--- config.mk ---
export PLATFORM = sky130hd
export DESIGN_NAME = mem_request_arbiter
export DESIGN_NICKNAME = d
export VERILOG_FILES = /design/src/rtl/mem_request_arbiter.sv
export SDC_FILE = /design/constraint.sdc
export NUM_CORES = 1
export LEC_CHECK = 0
export CORE_MARGIN = 5
export CORE_UTILIZATION = 45
export CTS_CLUSTER_DIAMETER = 120
export DETAILED_ROUTE_END_ITERATION = 7
export GPL_ROUTABILITY_DRIVEN = 0
export PLACE_DENSITY_LB_ADDON = 0.25
export SETUP_SLACK_MARGIN = 0.5
export SLEW_MARGIN = 20
export SYNTH_ARGS = -nofsm -noshare
export SYNTH_HDL_FRONTEND = slang
export SYNTH_SLANG_ARGS = --single-unit
export TNS_END_PERCENT = 5
--- constraint.sdc ---
create_clock -name CLK -period 4.75 [get_ports CLK]
set_clock_uncertainty 0.05 [all_clocks]
set_input_delay 0.475 -clock CLK [delete_from_list [all_inputs] [get_ports CLK]]
set_output_delay 0.475 -clock CLK [all_outputs]
set_load 0.01 [all_outputs]
--- src/rtl/mem_request_arbiter.sv ---
// Serializes instruction-fetch and data requests onto one single-ported RAM, returning ihit/dhit pulses.
// Optional macro MEM_FAIRNESS_EN: after three data grants while imemREN is held, the next grant goes to instruction.
//
// state | meaning
// IDLE  | arbitrate between data and instruction requests
// DACC  | data access on the RAM, strobe held until ACCESS/ERROR/timeout
// IACC  | instruction access on the RAM, same completion rules
// DRESP | dhit pulse, dmemload presents the registered load data
// IRESP | ihit pulse, imemload presents the registered load data
module mem_request_arbiter #(
  parameter int ADDR_W  = 32,
  parameter int DATA_W  = 32,
  parameter int TIMEOUT = 64
) (
  input  logic              CLK,
  input  logic              nRST,
  input  logic              imemREN,
  input  logic [ADDR_W-1:0] imemaddr,
  output logic              ihit,
  output logic [DATA_W-1:0] imemload,
  input  logic              dmemREN,
  input  logic              dmemWEN,
  input  logic [ADDR_W-1:0] dmemaddr,
  input  logic [DATA_W-1:0] dmemstore,
  output logic              dhit,
  output logic [DATA_W-1:0] dmemload,
  output logic              ramREN,
  output logic              ramWEN,
  output logic [ADDR_W-1:0] ramaddr,
  output logic [DATA_W-1:0] ramstore,
  input  logic [DATA_W-1:0] ramload,
  input  logic [1:0]        ramstate,
  output logic              mem_err
);

  localparam int CNT_W = (TIMEOUT > 2) ? $clog2(TIMEOUT) : 1;
  localparam logic [CNT_W-1:0] WAIT_LAST = CNT_W'(TIMEOUT - 1);
  localparam logic [1:0] RS_ACCESS = 2'd2;
  localparam logic [1:0] RS_ERROR  = 2'd3;

  typedef enum logic [2:0] {IDLE, DACC, IACC, DRESP, IRESP} state_t;

  state_t            state_q, state_d;
  logic [ADDR_W-1:0] addr_q, addr_d;
  logic [DATA_W-1:0] store_q, store_d;
  logic [CNT_W-1:0]  wait_q, wait_d;
  logic              ren_q, ren_d;
  logic              wen_q, wen_d;
  logic              ihit_q, ihit_d;
  logic              dhit_q, dhit_d;
  logic [DATA_W-1:0] imemload_q, imemload_d;
  logic [DATA_W-1:0] dmemload_q, dmemload_d;
  logic              err_q, err_d;
  logic              take_data;
  logic              acc_done;
  logic              acc_bad;
  logic [DATA_W-1:0] acc_load;
`ifdef MEM_FAIRNESS_EN
  logic [1:0]        fair_q, fair_d;
`endif

  always_comb begin
`ifdef MEM_FAIRNESS_EN
    take_data = (dmemREN | dmemWEN) & ~(imemREN & (fair_q == 2'd3));
`else
    take_data = dmemREN | dmemWEN;
`endif
    // ACCESS wins over a timeout that lands on the same cycle
    acc_done = (ramstate == RS_ACCESS) || (ramstate == RS_ERROR) || (wait_q == WAIT_LAST);
    acc_bad  = (ramstate != RS_ACCESS);
    acc_load = acc_bad ? '0 : ramload;
  end

  always_comb begin
    state_d    = state_q;
    addr_d     = addr_q;
    store_d    = store_q;
    wait_d     = wait_q;
    ren_d      = 1'b0;
    wen_d      = 1'b0;
    ihit_d     = 1'b0;
    dhit_d     = 1'b0;
    imemload_d = imemload_q;
    dmemload_d = dmemload_q;
    err_d      = err_q;
    case (state_q)
      IDLE: begin
        if (take_data) begin
          addr_d  = dmemaddr;
          store_d = dmemstore;
          wait_d  = '0;
          wen_d   = dmemWEN;
          ren_d   = ~dmemWEN;
          state_d = DACC;
        end else if (imemREN) begin
          addr_d  = imemaddr;
          wait_d  = '0;
          ren_d   = 1'b1;
          state_d = IACC;
        end
      end
      DACC, IACC: begin
        if (acc_done) begin
          err_d = err_q | acc_bad;
          if (state_q == DACC) begin
            dmemload_d = acc_load;
            dhit_d     = 1'b1;
            state_d    = DRESP;
          end else begin
            imemload_d = acc_load;
            ihit_d     = 1'b1;
            state_d    = IRESP;
          end
        end else begin
          ren_d = ren_q;
          wen_d = wen_q;
          if (wait_q != WAIT_LAST) wait_d = wait_q + 1'b1;
        end
      end
      DRESP, IRESP: state_d = IDLE;
      default:      state_d = IDLE;
    endcase
  end

`ifdef MEM_FAIRNESS_EN
  always_comb begin
    fair_d = fair_q;
    if (state_q == IDLE) begin
      if (take_data && imemREN) fair_d = (fair_q == 2'd3) ? fair_q : fair_q + 2'd1;
      else                      fair_d = 2'd0;
    end
  end
`endif

  always_ff @(posedge CLK or negedge nRST) begin
    if (!nRST) begin
      state_q    <= IDLE;
      addr_q     <= '0;
      store_q    <= '0;
      wait_q     <= '0;
      ren_q      <= 1'b0;
      wen_q      <= 1'b0;
      ihit_q     <= 1'b0;
      dhit_q     <= 1'b0;
      imemload_q <= '0;
      dmemload_q <= '0;
      err_q      <= 1'b0;
`ifdef MEM_FAIRNESS_EN
      fair_q     <= 2'd0;
`endif
    end else begin
      state_q    <= state_d;
      addr_q     <= addr_d;
      store_q    <= store_d;
      wait_q     <= wait_d;
      ren_q      <= ren_d;
      wen_q      <= wen_d;
      ihit_q     <= ihit_d;
      dhit_q     <= dhit_d;
      imemload_q <= imemload_d;
      dmemload_q <= dmemload_d;
      err_q      <= err_d;
`ifdef MEM_FAIRNESS_EN
      fair_q     <= fair_d;
`endif
    end
  end

  assign ramREN   = ren_q;
  assign ramWEN   = wen_q;
  assign ramaddr  = addr_q;
  assign ramstore = store_q;
  assign ihit     = ihit_q;
  assign dhit     = dhit_q;
  assign imemload = imemload_q;
  assign dmemload = dmemload_q;
  assign mem_err  = err_q;

endmodule
==> PnR_summary.wiki <==
{| class="wikitable"
! Metric !! Value
|-
| Top cells by area in the synthesized netlist || dfrtp_1, mux2_2, mux2_4
|-
| Clock tree root buffer cell || clkbuf_16
|-
| Total design power || 0.005781 W
|-
| Largest fanout on the critical path || 39
|-
| Total half-perimeter wirelength after legalization and detailed placement || 11370 um
|-
| H-tree levels || 4
|-
| Synthesized Nets || between 500 and 600
|-
| Number of detailed-routing iterations run before antenna repair || 5
|-
| GRT Resource Usage Total || 0.1975
|-
| Critical path endpoint category || flop
|-
| Setup slack of the worst register-to-register path || 2200 ps
|-
| CP arrival || 2790 ps
|-
| Fin Hold WS || around 120 ps
|-
| TritonCTS clock tree || built
|-
| Length in cells of the worst reg-to-reg path || 5
|-
| Internal Pwr Total || approximately 0.004 W
|-
| Sw Ratio || 0.3069
|-
| Commonest register cell after synthesis || dfrtp_1
|-
| Share of the core filled with cells || 0.7087
|-
| Critical path buffers and inverters || 1
|-
| Count of hold buffers inserted by post-cts repair || 0
|-
| Seq/Total Area, Yosys || 0.5863
|-
| Post-synth EDFFs || 0
|-
| Sequential share of power || 0.356
|-
| Worst Setup Path Type || flop to flop
|-
| Element type at the critical path start || flop
|-
| Fill cell total of the finished layout || between 900 and 1000
|-
| Class of the tightest hold or removal check || primary input to asynchronous set/reset pin
|-
| Post-Syn Area per Cell || ~14 um^2
|-
| Cell Pwr Density || just over 600 nW/um^2
|-
| Transition time of the tightest slew-check pin || roughly 1000 ps
|-
| Antenna Cells || 0
|-
| Initial cell density of the core || 0.4577
|-
| Number of nets in the layout || roughly 850
|-
| Fraction of final layout cells sized beyond drive strength 1 || 0.1905
|-
| Count of warnings emitted by yosys || 0
|-
| Cell area after synthesis || 6061 um^2
|-
| Net switching component of the power || 0.001775 W
|-
| Leakage power of the design || slightly above 4 nW
|-
| Residual DRC count || 0
|-
| Final-report max-slew violation count || 0
|-
| Clock sink count || ~140
|-
| Setup TNS after final layout || 0 ps
|-
| Data required time at the worst endpoint || approximately 5000 ps
|-
| Overall routed net length || approximately 15000 um
|-
| Total congestion overflow || 0
|-
| Antenna violations before repair || 0
|-
| Setup ws final || 2197 ps
|-
| # IOs || 268
|-
| Setup-violating endpoint count in the final report || 0
|-
| Longest Clk Path Bufs || 2
|-
| Pin count of the biggest net entering global routing || about 110
|-
| Levels on crit path || 5
|-
| Die Ht || between 100 and 150 um
|-
| Async SR Flop Fraction || 1.000
|-
| Post-detailed-route count of antenna-violating nets || 0
|-
| Max-slew headroom || 0.3029
|-
| Status || complete, no violations
|-
| Number of DRC markers after the initial detailed-route iteration || between 150 and 200
|-
| Number of storage elements in the synthesis netlist || 142
|-
| Tcrit/Tclk final || 0.5375
|-
| Max-Cap Viols || 0
|-
| Number of global-route vias before repair || slightly below 5000
|-
| Width of the die || approximately 130 um
|-
| Achievable clock frequency || 391.7 MHz
|-
| Number of buffers inserted by post-CTS setup repair || 0
|-
| Number of buffers inserted during clock tree synthesis || 17
|-
| Global-route wire length before repair || 25120 um
|-
| VDD IR-drop max || between 0.0003 and 0.0004 V
|-
| CP max stage delay || about 600 ps
|-
| Number of hold violations in the final report || 0
|-
| Relative area change from synthesis to final layout || 54.85%
|-
| Post-place setup slack || slightly below 2000 ps
|-
| Final routed wire length divided by cell count || between 15 and 20 um
|-
| Most common cell after layout, fill and taps aside || clkdlybuf4s50_1
|-
| Synthesized instance count || approximately 450
|-
| Chain of cells forming the critical path || nor3_1 > o31a_2 > buf_4 > mux2i_1 > mux2_2
|-
| Cell type contributing the most total cell area after synthesis || dfrtp_1
|-
| Family of cells with the greatest summed delay on the critical path || compound AO/OA/AOI/OAI gates
|-
| Relative contribution of the clock network to total power || 0.200
|-
| Fraction of post-synthesis cell area in the top cell type by area || 0.5863
|-
| Min Clock Period, post-route || about 2600 ps
|-
| Die area || approximately 16000 um^2
|-
| Slowest-stage cell, CP || o31a_2
|-
| Detail-routed via count per cell || 4.920
|-
| Area inside the core boundary || approximately 13000 um^2
|-
| Core Rows || 42
|-
| Quantity of I/O buffers inserted on ports || approximately 270
|-
| Number of unique standard cell types used by synthesis || 40
|-
| Vias || roughly 4400
|-
| Clock Latency Late Sink || 400 ps
|-
| Clock transition at path regs || ~50 ps
|-
| Part of the power in combinational logic || 0.444
|-
| Setup repair after global routing missed its margin || false
|-
| Cells resized by post-CTS repair || 0
|-
| Most used cells in the layout excluding fill and tap cells || clkdlybuf4s50_1, dfrtp_1, mux2_2
|}
## cell families after synthesis
group                      after synthesis  synth area share
AOI/OAI and AO/OA                       49           0.04913
xor gates and xnor gates                 1          0.001445
adders and majority gates                1          0.002064
buffers and inverters                   30           0.02931
DFF                                    142            0.5863
muxes                                  130            0.2527
and+or+nand+nor                         93           0.07907
## final timing paths
| check | start | endpoint |
|---|---|---|
| max in group asynchronous | nRST | ramstore[23] |
| min | nRST | imemload[12] |
| max reg2reg | state_q[2] | wait_q[0] |
| min reg2reg | mem_err | mem_err |
| max | state_q[2] | wait_q[0] |
| min in group CLK | mem_err | mem_err |
## state kept, by name, indices dropped and copies added, names as in the netlist
signal,count
dmemload,32
imemload,32
ramaddr,32
ramstore,32
wait_q,6
state_q,3
dhit,1
ihit,1
mem_err,1
ramREN,1
ramWEN,1
## per-layer routing
layer | up-vias | wire length, um | global-route usage
li1 | 2093 | - | -
met1 | 2124 | 5995 | 0.2338
met2 | 160 | 7832 | 0.3308
met3 | 26 | 1162 | 0.06986
met4 | 0 | 405 | 0.07634
met5 | - | 0 | 0
## cell type report
| class | instances | area [um^2] | area share |
|---|---|---|---|
| Sequential cell | 142 | 3553 | 0.3786 |
| Inverter | 5 | 18.77 | 0.002000 |
| Timing Repair Buffer | 272 | 2724 | 0.2902 |
| Multi-Input combinational cell | 274 | 2357 | 0.2512 |
| Clock buffer | 24 | 501.7 | 0.05346 |
| Clock inverter | 2 | 10.01 | 0.001067 |
| Tap cell | 176 | 220.2 | 0.02346 |
## synth_stat cells, types with 2 or more instances
library cell    n
a22o_1          2
dfrtp_1       142
inv_1           5
nor2b_1         3
a21oi_1        34
nor3_1          3
a211oi_1        2
nor4_1          2
buf_12          3
nand2b_1        3
clkbuf_1       13
mux2i_1        33
and2_1         32
mux2_4         29
nor2_1         39
mux2_2         68
buf_2           7
nand2_1         4
## power groups by stage
stage | registers [W] | logic, W | clock network, W
floorplan | 0.00228 | 0.000995 | 0
global placement | 0.00205 | 0.00254 | 0
detailed placement | 0.00207 | 0.00260 | 0
CTS | 0.00206 | 0.00261 | 0.00119
global route | 0.00213 | 0.00276 | 0.00124
finish | 0.00206 | 0.00257 | 0.00116
## per-stage QoR
stage | cells | instance area, um^2
floorplan | 446 | 6061
global placement | 868 | 8848
detailed placement | 868 | 8853
CTS | 894 | 9365
global route | 895 | 9385
finish | 895 | 9385
## worst register-to-register path, cell delays in order, from the launching register on
cell and delay (ps):
dfrtp_1 520, nor3_1 340, o31a_2 600, buf_4 470
mux2i_1 170, mux2_2 290
Note: power is estimated with default switching activity, not from simulation.
==> RTL change 1 (same flow settings) <==
The option `MEM_FAIRNESS_EN` is turned on by a define.
--- a/src/rtl/mem_request_arbiter.sv
+++ b/src/rtl/mem_request_arbiter.sv
@@ -7,6 +7,8 @@
 // IACC  | instruction access on the RAM, same completion rules
 // DRESP | dhit pulse, dmemload presents the registered load data
 // IRESP | ihit pulse, imemload presents the registered load data
+`define MEM_FAIRNESS_EN
+
 module mem_request_arbiter #(
   parameter int ADDR_W  = 32,
   parameter int DATA_W  = 32,
Function: same outputs for any inputs over 4 cycles, from zero or initial values and one cycle with nRST low; that may be too few to reach the edited logic, so the function may still have changed.
==> RTL change 1 against the original RTL <==
- total power increased by 8.6%
- hold slack worse by 11 ps
- design area increased by 2.1%
- routed wire length is 15% higher
- synthesized area increased by 2.3%
- non-clock buffer count did not move
- sequential share of layout area is 0.26 points lower
- final cell count grew 5.7%
- worst setup slack better by 56 ps
- sequential cell count up 2
- global-route usage grew 2.3 points
==> RTL change 1: results (changes against the original RTL) <==
Parameter                              Value

Route
  Iteration-0 DRC Markers    248 (was 166)
  Number of detailed-routing iterations run before antenna repair    4 (was 5)
  Routed WL    17.6 mm (was 15.4 mm)
  Average vias per placed instance    5.06 (was 4.92)

Critical path
  Critical register-to-register path endpoint    ramaddr[18] (was wait_q[0])
  Cell with the largest stage delay on the worst path    nor2_4 (was o31a_2)
  Signal arrival time at the worst endpoint    2780 ps (was 2790 ps)
  Critical Path Max Stage Delay    770 ps (was 600 ps)
  Setup slack on the worst flop-to-flop path    2250 ps (was 2200 ps)
  Family of cells with the greatest summed delay on the critical path    simple AND/OR/NAND/NOR gates (was compound AO/OA/AOI/OAI gates)
  Maximum net fanout on the critical path    46 (was 39)

Pwr
  IR Drop Worst-Case VDD    0.304 mV (was 0.374 mV)
  Leakage power    4.17 nW (was 4.09 nW)

Yosys
  Cell types with the highest counts after synthesis    144 x dfrtp_1, 77 x nand2_1, 67 x mux2_2, 37 x nor2_1, 33 x a31oi_1 (was 142 x dfrtp_1, 68 x mux2_2, 39 x nor2_1, 34 x a21oi_1, 33 x mux2i_1)
  Adder-cell area share of the yosys netlist    0.404% (was 0.206%)
  Multiplexer fraction of the synthesized cell area    19.4% (was 25.3%)
  Largest cells by area after synthesis    dfrtp_1 58%, mux2_2 12%, mux2_4 7.0%, nand2_1 4.7%, a31oi_1 3.3% (was dfrtp_1 59%, mux2_2 13%, mux2_4 7.2%, mux2i_1 5.5%, and2_1 3.3%)
  Post-Syn Instances    496 (was 446)
  Synth Area in Compound Gates    5.93% (was 4.91%)

Placement
  Hpwl dp    12.9 mm (was 11.4 mm)
  Total placed instance area    0.00894 sq mm (was 0.00885 sq mm)
  Placed Cells    914 (was 868)

Global routing
  Global-route wire length before repair    27.7 mm (was 25.1 mm)
  Via count of the first global-routing pass    5103 (was 4902)
  Largest net degree at the start of global routing    104 (was 106)

STA
  Setup ws final    2250 ps (was 2200 ps)
  Worst-case headroom to the max-slew limit    38.1% (was 30.3%)

Run status
  Outcome    finished, final reports clean (unchanged)

Final layout
  Post-layout net count    894 (was 848)
  Share of post-route cells with drive strength above 1    18.6% (was 19.1%)
==> RTL change 1: cell types whose count changed in the layout (fill, tap and decap cells not counted), sizes merged, moves of 3 or more <==
cell / change
o21a: +3
bufinv: +3
a21oi: -33
a31oi: +33
a21o: +3
o21ai: +4
mux2i: -32
nand3: +3
nand2: +73
clkinvlp: +3
==> RTL change 1: worst min-delay path by stage <==
stage                  from      endpoint  slack [ps]
finish                 nRST  imemload[19]         110
global route           nRST  imemload[19]         190
CTS                    nRST  imemload[15]         150
detailed placement  mem_err       mem_err         400
global placement    mem_err       mem_err         390
floorplan              nRST          dhit         130
==> RTL change 1: cell families after synthesis <==
group,after synthesis
AOI/OAI and AO/OA,52
xor gates and xnor gates,1
adders and majority gates,2
buffers and inverters,32
DFF,144
muxes,97
and+or+nand+nor,168
==> RTL change 1: routing by layer <==
layer / global-route usage [%] / up-vias / share of wire [%] / wire length (microns)
met2: 36.8 / 231 / 49 / 8700
met4: 8.77 / 0 / 2.5 / 442
li1: - / 2233 / - / -
met3: 7.39 / 28 / 9.9 / 1740
met5: 0 / - / 0 / 0
met1: 26.3 / 2299 / 38 / 6760
==> RTL change 1: layout make-up <==
type,count,area (sq um)
sequential,144,3600
fill,962,3820
tap,176,220
multi-input combinational,320,2400
clock buffer,25,515
inverter,2,7.51
clock inverter,7,121
timing repair buffer,272,2710
==> RTL change 1: worst register-to-register path, cell delays in order (launching register included) <==
cell and delay [ps]:
dfrtp_1 500, or3_1 490, nor2_4 770, buf_4 380, nor2_1 60, a31oi_1 160
==> RTL change 1: power by group <==
| group | switching [W] | leakage, nW | internal (W) |
|---|---|---|---|
| Sequential | 0.000348 | 1.80 | 0.00180 |
| Clock | 0.000497 | 0.302 | 0.000913 |
| Combinational | 0.00110 | 2.07 | 0.00162 |
==> RTL change 2 (same settings) <==
Without the edit above. Encoding of `state_t`: now one-hot (5 bits for 5 states).
--- a/src/rtl/mem_request_arbiter.sv
+++ b/src/rtl/mem_request_arbiter.sv
@@ -38,7 +38,7 @@
   localparam logic [1:0] RS_ACCESS = 2'd2;
   localparam logic [1:0] RS_ERROR  = 2'd3;
 
-  typedef enum logic [2:0] {IDLE, DACC, IACC, DRESP, IRESP} state_t;
+  typedef enum logic [4:0] {IDLE = 5'b00001, DACC = 5'b00010, IACC = 5'b00100, DRESP = 5'b01000, IRESP = 5'b10000} state_t;
 
   state_t            state_q, state_d;
   logic [ADDR_W-1:0] addr_q, addr_d;
Check against the original RTL: no difference found for any inputs over 4 cycles, from zero or initial values and one cycle with nRST low; so few cycles prove little.
==> RTL change 2 against the original RTL <==
- sequential share of layout area decreased by 0.17 points
- non-clock buffer count decreased by 1
- hold slack got worse by 48 ps
- worst setup slack got worse by 360 ps
- design area increased by 1.9%
- via count increased by 5.7%
- sequential cell count increased by 2
- synthesized area increased by 2.1%
- synthesized cell count increased by 3.1%
- total power increased by 4.4%
- routed wire length increased by 11%
- critical path type unchanged
==> RTL change 2: results (changes against the original RTL) <==
Parameter                              Value

Run status
  Outcome    finished, final reports clean (unchanged)

Pwr
  Leakage power    4.22 nW (was 4.09 nW)
  IR Drop Worst-Case VDD    0.334 mV (was 0.374 mV)

Route
  Routed WL    17.2 mm (was 15.4 mm)
  Number of detailed-routing iterations run before antenna repair    4 (was 5)
  Iteration-0 DRC Markers    233 (was 166)
  Average vias per placed instance    5.09 (was 4.92)
  Total number of vias    4652 (was 4403)

Yosys
  Adder-cell area share of the yosys netlist    0.202% (was 0.206%)
  Synth Area in Compound Gates    9.00% (was 4.91%)
  Multiplexer fraction of the synthesized cell area    19.4% (was 25.3%)
  Area share of xor/xnor cells in the synthesized design    0.142% (was 0.145%)
  Post-Syn Instances    460 (was 446)
  Mapped Nets    596 (was 582)
  Cell types with the highest counts after synthesis    143 x dfrtp_1, 67 x mux2_2, 37 x nor2_1, 33 x and2_1, 32 x o22ai_1 (was 142 x dfrtp_1, 68 x mux2_2, 39 x nor2_1, 34 x a21oi_1, 33 x mux2i_1)
  Cell variety after synth    46 (was 40)
  Sequential share of the synthesized area    58.3% (was 58.6%)

Critical path
  Critical Path Max Stage Delay    780 ps (was 600 ps)
  Signal arrival time at the worst endpoint    3160 ps (was 2790 ps)
  Maximum net fanout on the critical path    38 (was 39)
  Cell with the largest stage delay on the worst path    nor2_4 (was o31a_2)
  Setup crit start    state_q[2] (unchanged)

Global routing
  Overall routing resource usage    21.5% (was 19.7%)
  Via count of the first global-routing pass    5197 (was 4902)
  Global-route wire length before repair    27.3 mm (was 25.1 mm)

Placement
  Worst setup timing slack at the placement stage    1840 ps (was 1930 ps)
  Placed Cells    882 (was 868)
  Hpwl dp    12.5 mm (was 11.4 mm)

STA
  Worst-case headroom to the max-slew limit    31.3% (was 30.3%)

Clocking
  Clock-pin transition on the worst setup and hold timing paths    60 ps
  Maximum buffer depth of the clock tree    2 (unchanged)

Final layout
  Share of post-route cells with drive strength above 1    21.0% (was 19.1%)
  Number of fill cells    931 (was 953)
  Post-layout net count    861 (was 848)
[RTL change 2: kinds of logic (layout without fill, tap and decap cells)]
family	after synthesis	after routing
buffers and inverters	31	309
muxes	97	97
DFF	144	144
adders and majority gates	1	1
and+or+nand+nor	102	102
AOI/OAI and AO/OA	84	84
xor gates and xnor gates	1	1
[RTL change 2: power by group]
part	leakage, nW	switching [W]	internal, W
Sequential	1.80	0.000288	0.00175
Clock	0.303	0.000483	0.000881
Combinational	2.11	0.00108	0.00155
Total	4.22	0.00185	0.00418
[RTL change 2: worst paths after layout]
| check | end | slack [ps] | cells past startpoint |
|---|---|---|---|
| hold reg to reg | mem_err | 420 | 1 |
| setup / recovery | ramstore[24] | 1830 | 5 |
| max in group asynchronous | ramstore[23] | 3370 | 2 |
| setup reg to reg | ramstore[24] | 1830 | 5 |
| hold / removal | ramstore[24] | 70 | 1 |
| min in group CLK | mem_err | 420 | 1 |
[RTL change 2: metrics by stage]
stage          area (sq um)  total power, W  hold slack (ps)
3_5_place_dp           8950         0.00471              412
6_report               9560         0.00603             74.5
3_3_place_gp           8930         0.00460              400
5_1_grt                9560         0.00637              164
2_1_floorplan          6190         0.00334              129
4_1_cts                9560         0.00611              130
[RTL change 2: critical path: cells and delay by family (launching register included)]
kind	cells	cell delay [ps]
simple gates	2	1230
flops	1	440
buf+inv	1	380
compound gates	1	340
mux	1	340
[RTL change 2: final cells by class]
class,count,area share [%]
clock buffers,23,5.10
flip-flops and latches,144,37.7
multi-input cells,285,25.0
well taps,176,2.30
clock inverters,9,1.36
inverters,6,0.235
repair buffers,271,28.3
[RTL change 2: layer usage]
metal / global-route usage [%] / vias to the layer above / share of wire, %
met2: 36.4 / 187 / 50
met1: 24.0 / 2278 / 38
met5: 0 / - / 0
li1: - / 2160 / -
met3: 9.47 / 27 / 9.7
met4: 7.89 / 0 / 2.3
